**config.mk**
```make
export PLATFORM = sky130hd
export DESIGN_NAME = ex_div
export DESIGN_NICKNAME = d
export VERILOG_FILES = /design/src/rtl/ex_div.sv
export SDC_FILE = /design/constraint.sdc
export NUM_CORES = 1
export LEC_CHECK = 0
export ABC_AREA = 1
export BUFFER_PORTS_ARGS = -buffer_cell sky130_fd_sc_hd__clkbuf_2
export CAP_MARGIN = 20
export CORE_MARGIN = 2
export CORE_UTILIZATION = 45
export DETAILED_ROUTE_END_ITERATION = 10
export PLACE_DENSITY_LB_ADDON = 0.25
export SYNTH_ARGS = -nofsm -noshare
export SYNTH_HDL_FRONTEND = slang
export SYNTH_SLANG_ARGS = --single-unit
```
**constraint.sdc**
```tcl
create_clock -name clk_i -period 2.54 [get_ports clk_i]
set_input_delay 0.254 -clock clk_i [delete_from_list [all_inputs] [get_ports clk_i]]
set_output_delay 0.254 -clock clk_i [all_outputs]
set_load 0.02 [all_outputs]
```
**src/rtl/ex_div.sv**
```systemverilog
// ex_div: multi-cycle RV32M divide unit (DIV/DIVU/REM/REMU), radix-2 restoring.
// Ports: clk_i/rst_i; start_i, op_i, dividend_i, divisor_i, rd_i, flush_i in;
//        result_o, rd_o, ready_o (1-cycle result pulse), busy_o, stall_req_o out.
module ex_div #(
    parameter int XLEN  = 32,
    parameter int CNT_W = 6
) (
    input  logic            clk_i,
    input  logic            rst_i,
    input  logic            start_i,
    input  logic [1:0]      op_i,
    input  logic [XLEN-1:0] dividend_i,
    input  logic [XLEN-1:0] divisor_i,
    input  logic [4:0]      rd_i,
    input  logic            flush_i,
    output logic [XLEN-1:0] result_o,
    output logic [4:0]      rd_o,
    output logic            ready_o,
    output logic            busy_o,
    output logic            stall_req_o
);

    typedef enum logic [1:0] {
        IDLE = 2'd0,
        CALC = 2'd1,
        DONE = 2'd2
    } state_t;

    state_t            state;
    state_t            state_nxt;
    logic [CNT_W-1:0]  count;
    logic [XLEN-1:0]   rem;
    logic [XLEN-1:0]   quo;
    logic [XLEN-1:0]   dvs;
    logic              neg_q;
    logic              neg_r;
    logic              is_rem;
    logic [4:0]        rd_q;
    logic [XLEN-1:0]   res_hold;

    logic              accept;
    logic              last_iter;
    logic              is_signed;
    logic              sgn_a;
    logic              sgn_b;
    logic [XLEN-1:0]   mag_a;
    logic [XLEN-1:0]   mag_b;
    logic [XLEN:0]     shifted;
    logic [XLEN:0]     diff;
    logic [XLEN-1:0]   res_comb;

    assign accept    = (state == IDLE) && start_i && !flush_i;
    assign last_iter = (count == CNT_W'(XLEN - 1));

    // Operand magnitudes for signed ops; 0x80000000 maps to itself,
    // which is the correct unsigned magnitude 2^31.
    assign is_signed = !op_i[0];
    assign sgn_a     = is_signed && dividend_i[XLEN-1];
    assign sgn_b     = is_signed && divisor_i[XLEN-1];
    assign mag_a     = sgn_a ? (~dividend_i + 1'b1) : dividend_i;
    assign mag_b     = sgn_b ? (~divisor_i + 1'b1) : divisor_i;

    // One restoring step: shift next dividend bit into the partial remainder
    // and trial-subtract with one guard bit.
    assign shifted = {rem, quo[XLEN-1]};
    assign diff    = shifted - {1'b0, dvs};

    always_comb begin
        res_comb = '0;
        if (is_rem) begin
            res_comb = neg_r ? (~rem + 1'b1) : rem;
        end else begin
            res_comb = neg_q ? (~quo + 1'b1) : quo;
        end
    end

    always_comb begin
        state_nxt = state;
        unique case (state)
            IDLE: begin
                if (accept) begin
                    state_nxt = (divisor_i == '0) ? DONE : CALC;
                end
            end
            CALC: begin
                if (flush_i) begin
                    state_nxt = IDLE;
                end else if (last_iter) begin
                    state_nxt = DONE;
                end
            end
            DONE: begin
                state_nxt = IDLE;
            end
            default: begin
                state_nxt = IDLE;
            end
        endcase
    end

    always_ff @(posedge clk_i or negedge rst_i) begin
        if (!rst_i) begin
            state    <= IDLE;
            count    <= '0;
            rem      <= '0;
            quo      <= '0;
            dvs      <= '0;
            neg_q    <= 1'b0;
            neg_r    <= 1'b0;
            is_rem   <= 1'b0;
            rd_q     <= '0;
            res_hold <= '0;
        end else begin
            state <= state_nxt;
            if (accept) begin
                is_rem <= op_i[1];
                rd_q   <= rd_i;
                count  <= '0;
                if (divisor_i == '0) begin
                    // Fast path: quotient all ones, remainder is the raw
                    // dividend regardless of signedness.
                    rem   <= dividend_i;
                    quo   <= '1;
                    dvs   <= '0;
                    neg_q <= 1'b0;
                    neg_r <= 1'b0;
                end else begin
                    // quo starts as the dividend magnitude and is shifted out
                    // MSB-first while quotient bits fill in at the LSB.
                    rem   <= '0;
                    quo   <= mag_a;
                    dvs   <= mag_b;
                    neg_q <= sgn_a ^ sgn_b;
                    neg_r <= sgn_a;
                end
            end else if (state == CALC) begin
                count <= count + 1'b1;
                if (!diff[XLEN]) begin
                    rem <= diff[XLEN-1:0];
                    quo <= {quo[XLEN-2:0], 1'b1};
                end else begin
                    rem <= shifted[XLEN-1:0];
                    quo <= {quo[XLEN-2:0], 1'b0};
                end
            end else if (state == DONE) begin
                res_hold <= res_comb;
            end
        end
    end

    assign result_o    = (state == DONE) ? res_comb : res_hold;
    assign rd_o        = rd_q;
    assign ready_o     = (state == DONE);
    assign busy_o      = (state == CALC);
    assign stall_req_o = accept || ((state == CALC) && !flush_i);

endmodule

```
==> impl_metrics.json, run 1 <==
{
  "yosys_warnings": 0,
  "yosysSeqAreaShare": 0.282,
  "cts_tree": "yes",
  "io_buffers": 114,
  "wirelength_met1_um": 19800,
  "startpoint_type": "flip-flop",
  "clock_latency_ns": 0.44,
  "synth.net_count": 2188,
  "yosysTopAreaCell": "dfrtp_1",
  "wirelength_um": 44900,
  "async_flop_share": 1.00,
  "initial_core_util": 0.459,
  "cts_max_path_buffers": 2,
  "crit_end": "result_o[20]",
  "ff2ff_path_depth": 16,
  "path_clk_slew_ns": 0.07,
  "grt_usage": 0.296,
  "final_hold_viol_count": 0,
  "antenna_cells": 0,
  "yosysUniqueCellTypes": 47,
  "setup_viol": 18,
  "top_layer": "met4",
  "syn_to_final_growth_pct": 24.2,
  "max_freq_mhz": 361,
  "relSlewSlack": 0.531,
  "layout.nets": 2364,
  "p_seq_frac": 0.200,
  "min_path_type": "input pin to flip-flop",
  "grt_pass1_wl_um": 71100,
  "core_um2": 27900,
  "power_density_nw_per_um2": 1240,
  "synthFlopType": "dfrtp_1",
  "dieHeight_um": 173,
  "cp_slowest_cell": "dfrtp_1",
  "switchingPower_w": 0.0100,
  "drt_iter0_drc": 1340,
  "grt_max_degree": 69,
  "drv_slew": 0,
  "worstMarginPinSlew_ns": 0.696,
  "yosys_register_bits": 144,
  "met3_wirelength_um": 2740,
  "antenna_found_initial": 0,
  "worstSetupEndpointType": "output pin",
  "dr.pass1.iters": 5,
  "period_share": 1.09,
  "critPathKind": "flip-flop to output pin",
  "p_comb_frac": 0.664,
  "crit_arrival_ns": 2.51,
  "status": "complete, but fails checks",
  "rsz0062_at_grt": "true",
  "p_int_w": 0.00968,
  "synth_cells": 2075,
  "drcViolationCount": 0,
  "htree_levels": 4,
  "cp_max_fo": 4,
  "routed-via-count": 14400,
  "slowest_delay_ns": 0.40,
  "r2r-end": "rem[30]",
  "maxCapViolations": 0,
  "viasPerCell": 5.45,
  "synth_area_leaders": "dfrtp_1 28%, nand2_1 18%, inv_1 9.2%",
  "overflow": 0,
  "io_pins": 115,
  "numCtsBuffers": 17,
  "rrSetupSlack_ns": 0.08,
  "dpl.hpwl_um": 33200,
  "num_rows": 61,
  "met2_wirelength_um": 20900,
  "finalClockSkew_ns": 0.0140,
  "crit_chain": "inv_2 > ha_4 > nand3_4 > nor2_4 > nand3b_1 > nand2_2 > buf_4 > nand2_2 > a21oi_2 > o21ai_1 > buf_4 > a31oi_4 > buf_6",
  "violations": "setup timing",
  "setup_ws_ns": -0.226,
  "cts.sinks": 144,
  "ir_drop_v": 0.000544,
  "cts_root_buf": "clkbuf_16",
  "synth.avg_cell_area_um2": 6.16,
  "final_util": 0.570,
  "p_leak_nw": 8.16,
  "period_minus_slack_ns": 2.77,
  "synth_top_area_share": 0.282,
  "drt-wirelength-per-cell_um": 17.0,
  "clkPwrFrac": 0.137,
  "r2r-start": "rem[5]",
  "synth_edf_count": 0,
  "die_area_um2": 29800,
  "crit_required_ns": 2.29,
  "first_global_vias": 13600,
  "synth_area_um2": 12800,
  "pre_cts_ws_ns": -0.0239,
  "die_w_um": 173,
  "ant_nets": 0,
  "drive_gt1_frac": 0.200,
  "critPathLaunch": "rem[1]",
  "gp_congestion": 0.972,
  "switching_share": 0.508
}
critical path, delay by kind of cell (launching register included):
| kind | cells | cell delay, ns |
|---|---|---|
| simple gates | 5 | 0.59 |
| compound gates | 3 | 0.41 |
| buf+inv | 4 | 0.53 |
| flops | 1 | 0.40 |
| fa+ha+maj | 1 | 0.15 |
worst min path at each step:
stage,cells after the start,endpoint,slack [ns],start
final,3,rd_o[3],0.007,rd_i[3]
after global routing,3,rd_o[3],0.01,rd_i[3]
after CTS,3,rd_o[3],0.005,rd_i[3]
after detailed placement,1,rem[2],0.32,rst_i
after global placement,1,dvs[5],0.31,rst_i
after floorplan,0,count[0],-0.04,rst_i
cell type report:
type | instances | area (µm²)
clock buffer | 19 | 433
sequential | 144 | 3610
fill | 2754 | 12000
tap | 378 | 473
inverter | 318 | 1200
timing repair buffer | 222 | 1690
multi-input combinational | 1548 | 8310
clock inverter | 13 | 161
placed cells by master (no fill, tap or decap), types with 8 or more instances in the layout:
cell type  synthesis  layout
nand2_1          621     597
inv_1            313     293
nor2_1           212     198
dfrtp_1          144     137
o21ai_0          156     136
nand3_1          150     131
buf_4              4      97
clkbuf_2           0      91
a21oi_1           91      80
a21oi_2           43      52
xor2_1            48      48
a31oi_1           38      37
nand2_2            8      24
o21ai_1           14      23
ha_1              37      23
inv_2              2      21
nand4_1           19      19
clkbuf_16          0      19
nor3_1            22      18
nand3_2            4      15
nor2_4             3      13
o21ai_2            0      11
nand3b_1          10      10
nor2_2             6      10
nand3_4            1       9
o22ai_1           10       9
buf_12             2       9
nand2_4            1       8
o31ai_1            8       8
o211ai_1           8       8
ha_4               0       8
buf_6              3       8
clkbuf_8           0       8
what timing repair did:
| action | in CTS | in global routing |
|---|---|---|
| setup buffers | 16 | 18 |
| gates resized for setup | 119 | 112 |
| pin swaps | 37 | 55 |
| gates cloned | 1 | 4 |
| hold buffers | 1 | 0 |
| endpoints found under the hold margin | 62 | 0 |
| setup endpoints to repair | 28 | 57 |
sequential cells by signal (all words and copies together), names as in the netlist:
| signal | cells |
|---|---|
| is_rem | 1 |
| rd_o | 5 |
| res_hold | 32 |
| neg_q | 1 |
| count | 6 |
| dvs | 32 |
| rem | 32 |
| state | 2 |
| neg_r | 1 |
| quo | 32 |
cells by family after synthesis:
family	synth area share
simple gates	0.351
buf+inv	0.120
compound gates	0.172
flops	0.282
xor+xnor	0.0377
fa+ha+maj	0.0378
power by group through the flow:
stage          sequential [W]  combinational (W)  clock (W)
3_3_place_gp          0.00389             0.0108          0
3_5_place_dp          0.00392             0.0110          0
5_1_grt               0.00403             0.0145    0.00284
4_1_cts               0.00389             0.0118    0.00271
6_report              0.00393             0.0131    0.00270
2_1_floorplan         0.00376            0.00775          0
cell usage after synthesis (all sizes together) (4+ instances only):
library cell and instances:
a21o 4, a21oi 134, a31oi 38, and3 4, buf 25, clkbuf 42
dfrtp 144, ha 37, inv 315, nand2 630, nand3 155, nand3b 10
nand4 19, nor2 221, nor3 22, nor4 7, o211ai 8, o21ai 170
o22ai 10, o31ai 8, o41ai 4, xnor2 7, xor2 48
stage by stage:
step           cell area [µm²]  TNS, ns  instances  hold WS, ns  power (W)
6_report                 15900    -2.03       2642      0.00655     0.0197
5_1_grt                  15900    -4.55       2642       0.0150     0.0213
4_1_cts                  15300    -1.66       2622      0.00517     0.0184
3_5_place_dp             14200  -0.0450       2572        0.315     0.0149
3_3_place_gp             14200        0       2572        0.313     0.0147
2_1_floorplan            12800        0       2075      -0.0416     0.0115
layer usage:
metal / vias up / global-route usage
met5: - / 0
met4: 0 / 0.0933
met3: 92 / 0.0378
met2: 551 / 0.497
met1: 6742 / 0.396
li1: 7006 / -
Power figures use the tool's default switching activity.
==> run 2: changes to the inputs <==
--- a/config.mk
+++ b/config.mk
@@ -11,6 +11,7 @@
 export CORE_MARGIN = 2
 export CORE_UTILIZATION = 45
 export DETAILED_ROUTE_END_ITERATION = 10
+export MAX_ROUTING_LAYER = met4
 export PLACE_DENSITY_LB_ADDON = 0.25
 export SYNTH_ARGS = -nofsm -noshare
 export SYNTH_HDL_FRONTEND = slang
==> impl_metrics.json, run 2 (same netlist as run 1, synthesis figures left out) <==
{
  "violations": "setup timing",
  "final_cell_count_no_fill": 2649,
  "dp_cells": 2578,
  "slowest_delay_ns": 0.47,
  "period_minus_slack_ns": 2.76,
  "numCtsBuffers": 17,
  "rsz0062_at_grt": "true",
  "final_cell_mix": "602 x nand2_1, 299 x inv_1, 201 x nor2_1",
  "routed-via-count": 14300,
  "cts_tree": "yes",
  "grt_max_degree": 93,
  "power_density_nw_per_um2": 1200,
  "htree_levels": 4,
  "cp_slowest_cell": "dfrtp_2",
  "syn_to_final_growth_pct": 23.1,
  "cts.sinks": 144,
  "gp_congestion": 0.954,
  "final_hold_viol_count": 0,
  "dr.pass1.iters": 8,
  "max_freq_mhz": 362,
  "final_util": 0.565,
  "die_area_um2": 29800,
  "dieHeight_um": 173,
  "crit_arrival_ns": 2.51,
  "drive_gt1_frac": 0.193,
  "first_global_vias": 13500,
  "dpl.hpwl_um": 34200,
  "maxCapViolations": 0,
  "clock_latency_ns": 0.44,
  "path_clk_slew_ns": 0.07,
  "antenna_found_initial": 0,
  "worstMarginPinSlew_ns": 0.599,
  "core_um2": 27900,
  "grt_pass1_wl_um": 71500,
  "period_share": 1.09,
  "num_rows": 61,
  "drv_slew": 0,
  "ir_drop_v": 0.000705,
  "hold_ws_ns": 0.0123,
  "initial_core_util": 0.459,
  "io_pins": 115,
  "status": "complete, but fails checks",
  "cts_root_buf": "clkbuf_16",
  "worstSetupEndpointType": "output pin",
  "crit_chain": "inv_1 > nand2_1 > nor3_2 > nand3b_1 > nand2_2 > buf_4 > nand2_1 > o21ai_0 > nand2_1 > nand3_1 > nand2_1 > nand2_1 > nand2_1 > clkbuf_8",
  "cp_max_fo": 5,
  "finalClockSkew_ns": 0.0154,
  "drt-wirelength-per-cell_um": 17.0,
  "grt_usage": 0.309,
  "crit_family": "simple AND/OR/NAND/NOR gates",
  "final_common_cell": "nand2_1",
  "drt_iter0_drc": 1332,
  "critPathKind": "flip-flop to output pin",
  "overflow": 0,
  "startpoint_type": "flip-flop",
  "io_buffers": 114,
  "ant_nets": 0,
  "worst-path-buf-inv": 3,
  "wirelength_um": 45100,
  "die_w_um": 173,
  "p_leak_nw": 8.16,
  "min_path_type": "input pin to flip-flop",
  "crit_required_ns": 2.29,
  "drcViolationCount": 0,
  "crit_top_cell": "nand2_1",
  "layout.nets": 2371,
  "setup_ws_ns": -0.225,
  "setup_viol": 23,
  "relSlewSlack": 0.601,
  "antenna_cells": 0,
  "cts_max_path_buffers": 2,
  "viasPerCell": 5.39
}
-- run 2: cell types whose count changed in the layout (fill, tap and decap cells not counted), sizes merged, moves of 2 or more --
cell,delta
buf,+10
bufinv,-3
clkbuf,-4
clkinvlp,+2
inv,+3
nand2,-2
-- run 2: per-stage QoR --
step                      area, µm²  power, W  TNS (ns)  setup WS (ns)
after floorplan               12800    0.0115         0          0.207
after global placement        14200    0.0148   -0.0876        -0.0754
after detailed placement      14200    0.0149    -0.252         -0.127
after CTS                     15300    0.0183     -2.34         -0.223
after global routing          15700    0.0206     -9.68         -0.372
final                         15700    0.0189     -2.54         -0.225
-- run 2: timing repair --
action | in CTS | in global routing
hold endpoints to repair | 17 | 0
pin swaps | 40 | 45
buffers inserted | 20 | 20
hold buffers | 1 | 0
cloned | 1 | 1
endpoints found under the setup margin | 31 | 62
resized for setup | 119 | 89
-- run 2: worst register-to-register path: cells and delay by family, from the launching register on --
kind,cells,cell delay [ns]
buf+inv,2,0.46
simple gates,11,0.88
flops,1,0.39
compound gates,2,0.37
fa+ha+maj,1,0.37
-- run 2: layout make-up --
cell class	count	area [µm²]
Multi-Input combinational cell	1546	8150
Tap cell	378	473
Fill cell	2837	12100
Timing Repair Buffer	231	1720
Inverter	318	1200
Clock buffer	17	425
Sequential cell	144	3610
Clock inverter	15	153
-- run 2: report_power, final --
part | switching (W) | internal, W | total (W)
clock | 0.00127 | 0.00131 | 0.00257
combinational | 0.00778 | 0.00464 | 0.0124
sequential | 0.000758 | 0.00320 | 0.00395
total | 0.00981 | 0.00914 | 0.0189
-- run 2: routing by layer --
metal | vias to the layer above | global-route usage | routed length, µm
met5 | - | - | 0
met4 | 0 | 0.106 | 1460
met3 | 90 | 0.0391 | 2690
met2 | 522 | 0.496 | 20900
met1 | 6651 | 0.404 | 20100
li1 | 7013 | - | -
-- run 2: worst paths after layout --
| kind | end | slack, ns | startpoint | depth (start not counted) |
|---|---|---|---|---|
| hold reg to reg | res_hold[26] | 0.48 | res_hold[26] | 2 |
| setup / recovery | result_o[16] | -0.22 | rem[8] | 14 |
| max in group asynchronous | state[1] | 1.46 | rst_i | 3 |
| setup reg to reg | rem[12] | 0.01 | rem[2] | 16 |
| min in group asynchronous | quo[0] | 0.23 | rst_i | 2 |
| hold / removal | rd_o[2] | 0.01 | rd_i[2] | 3 |
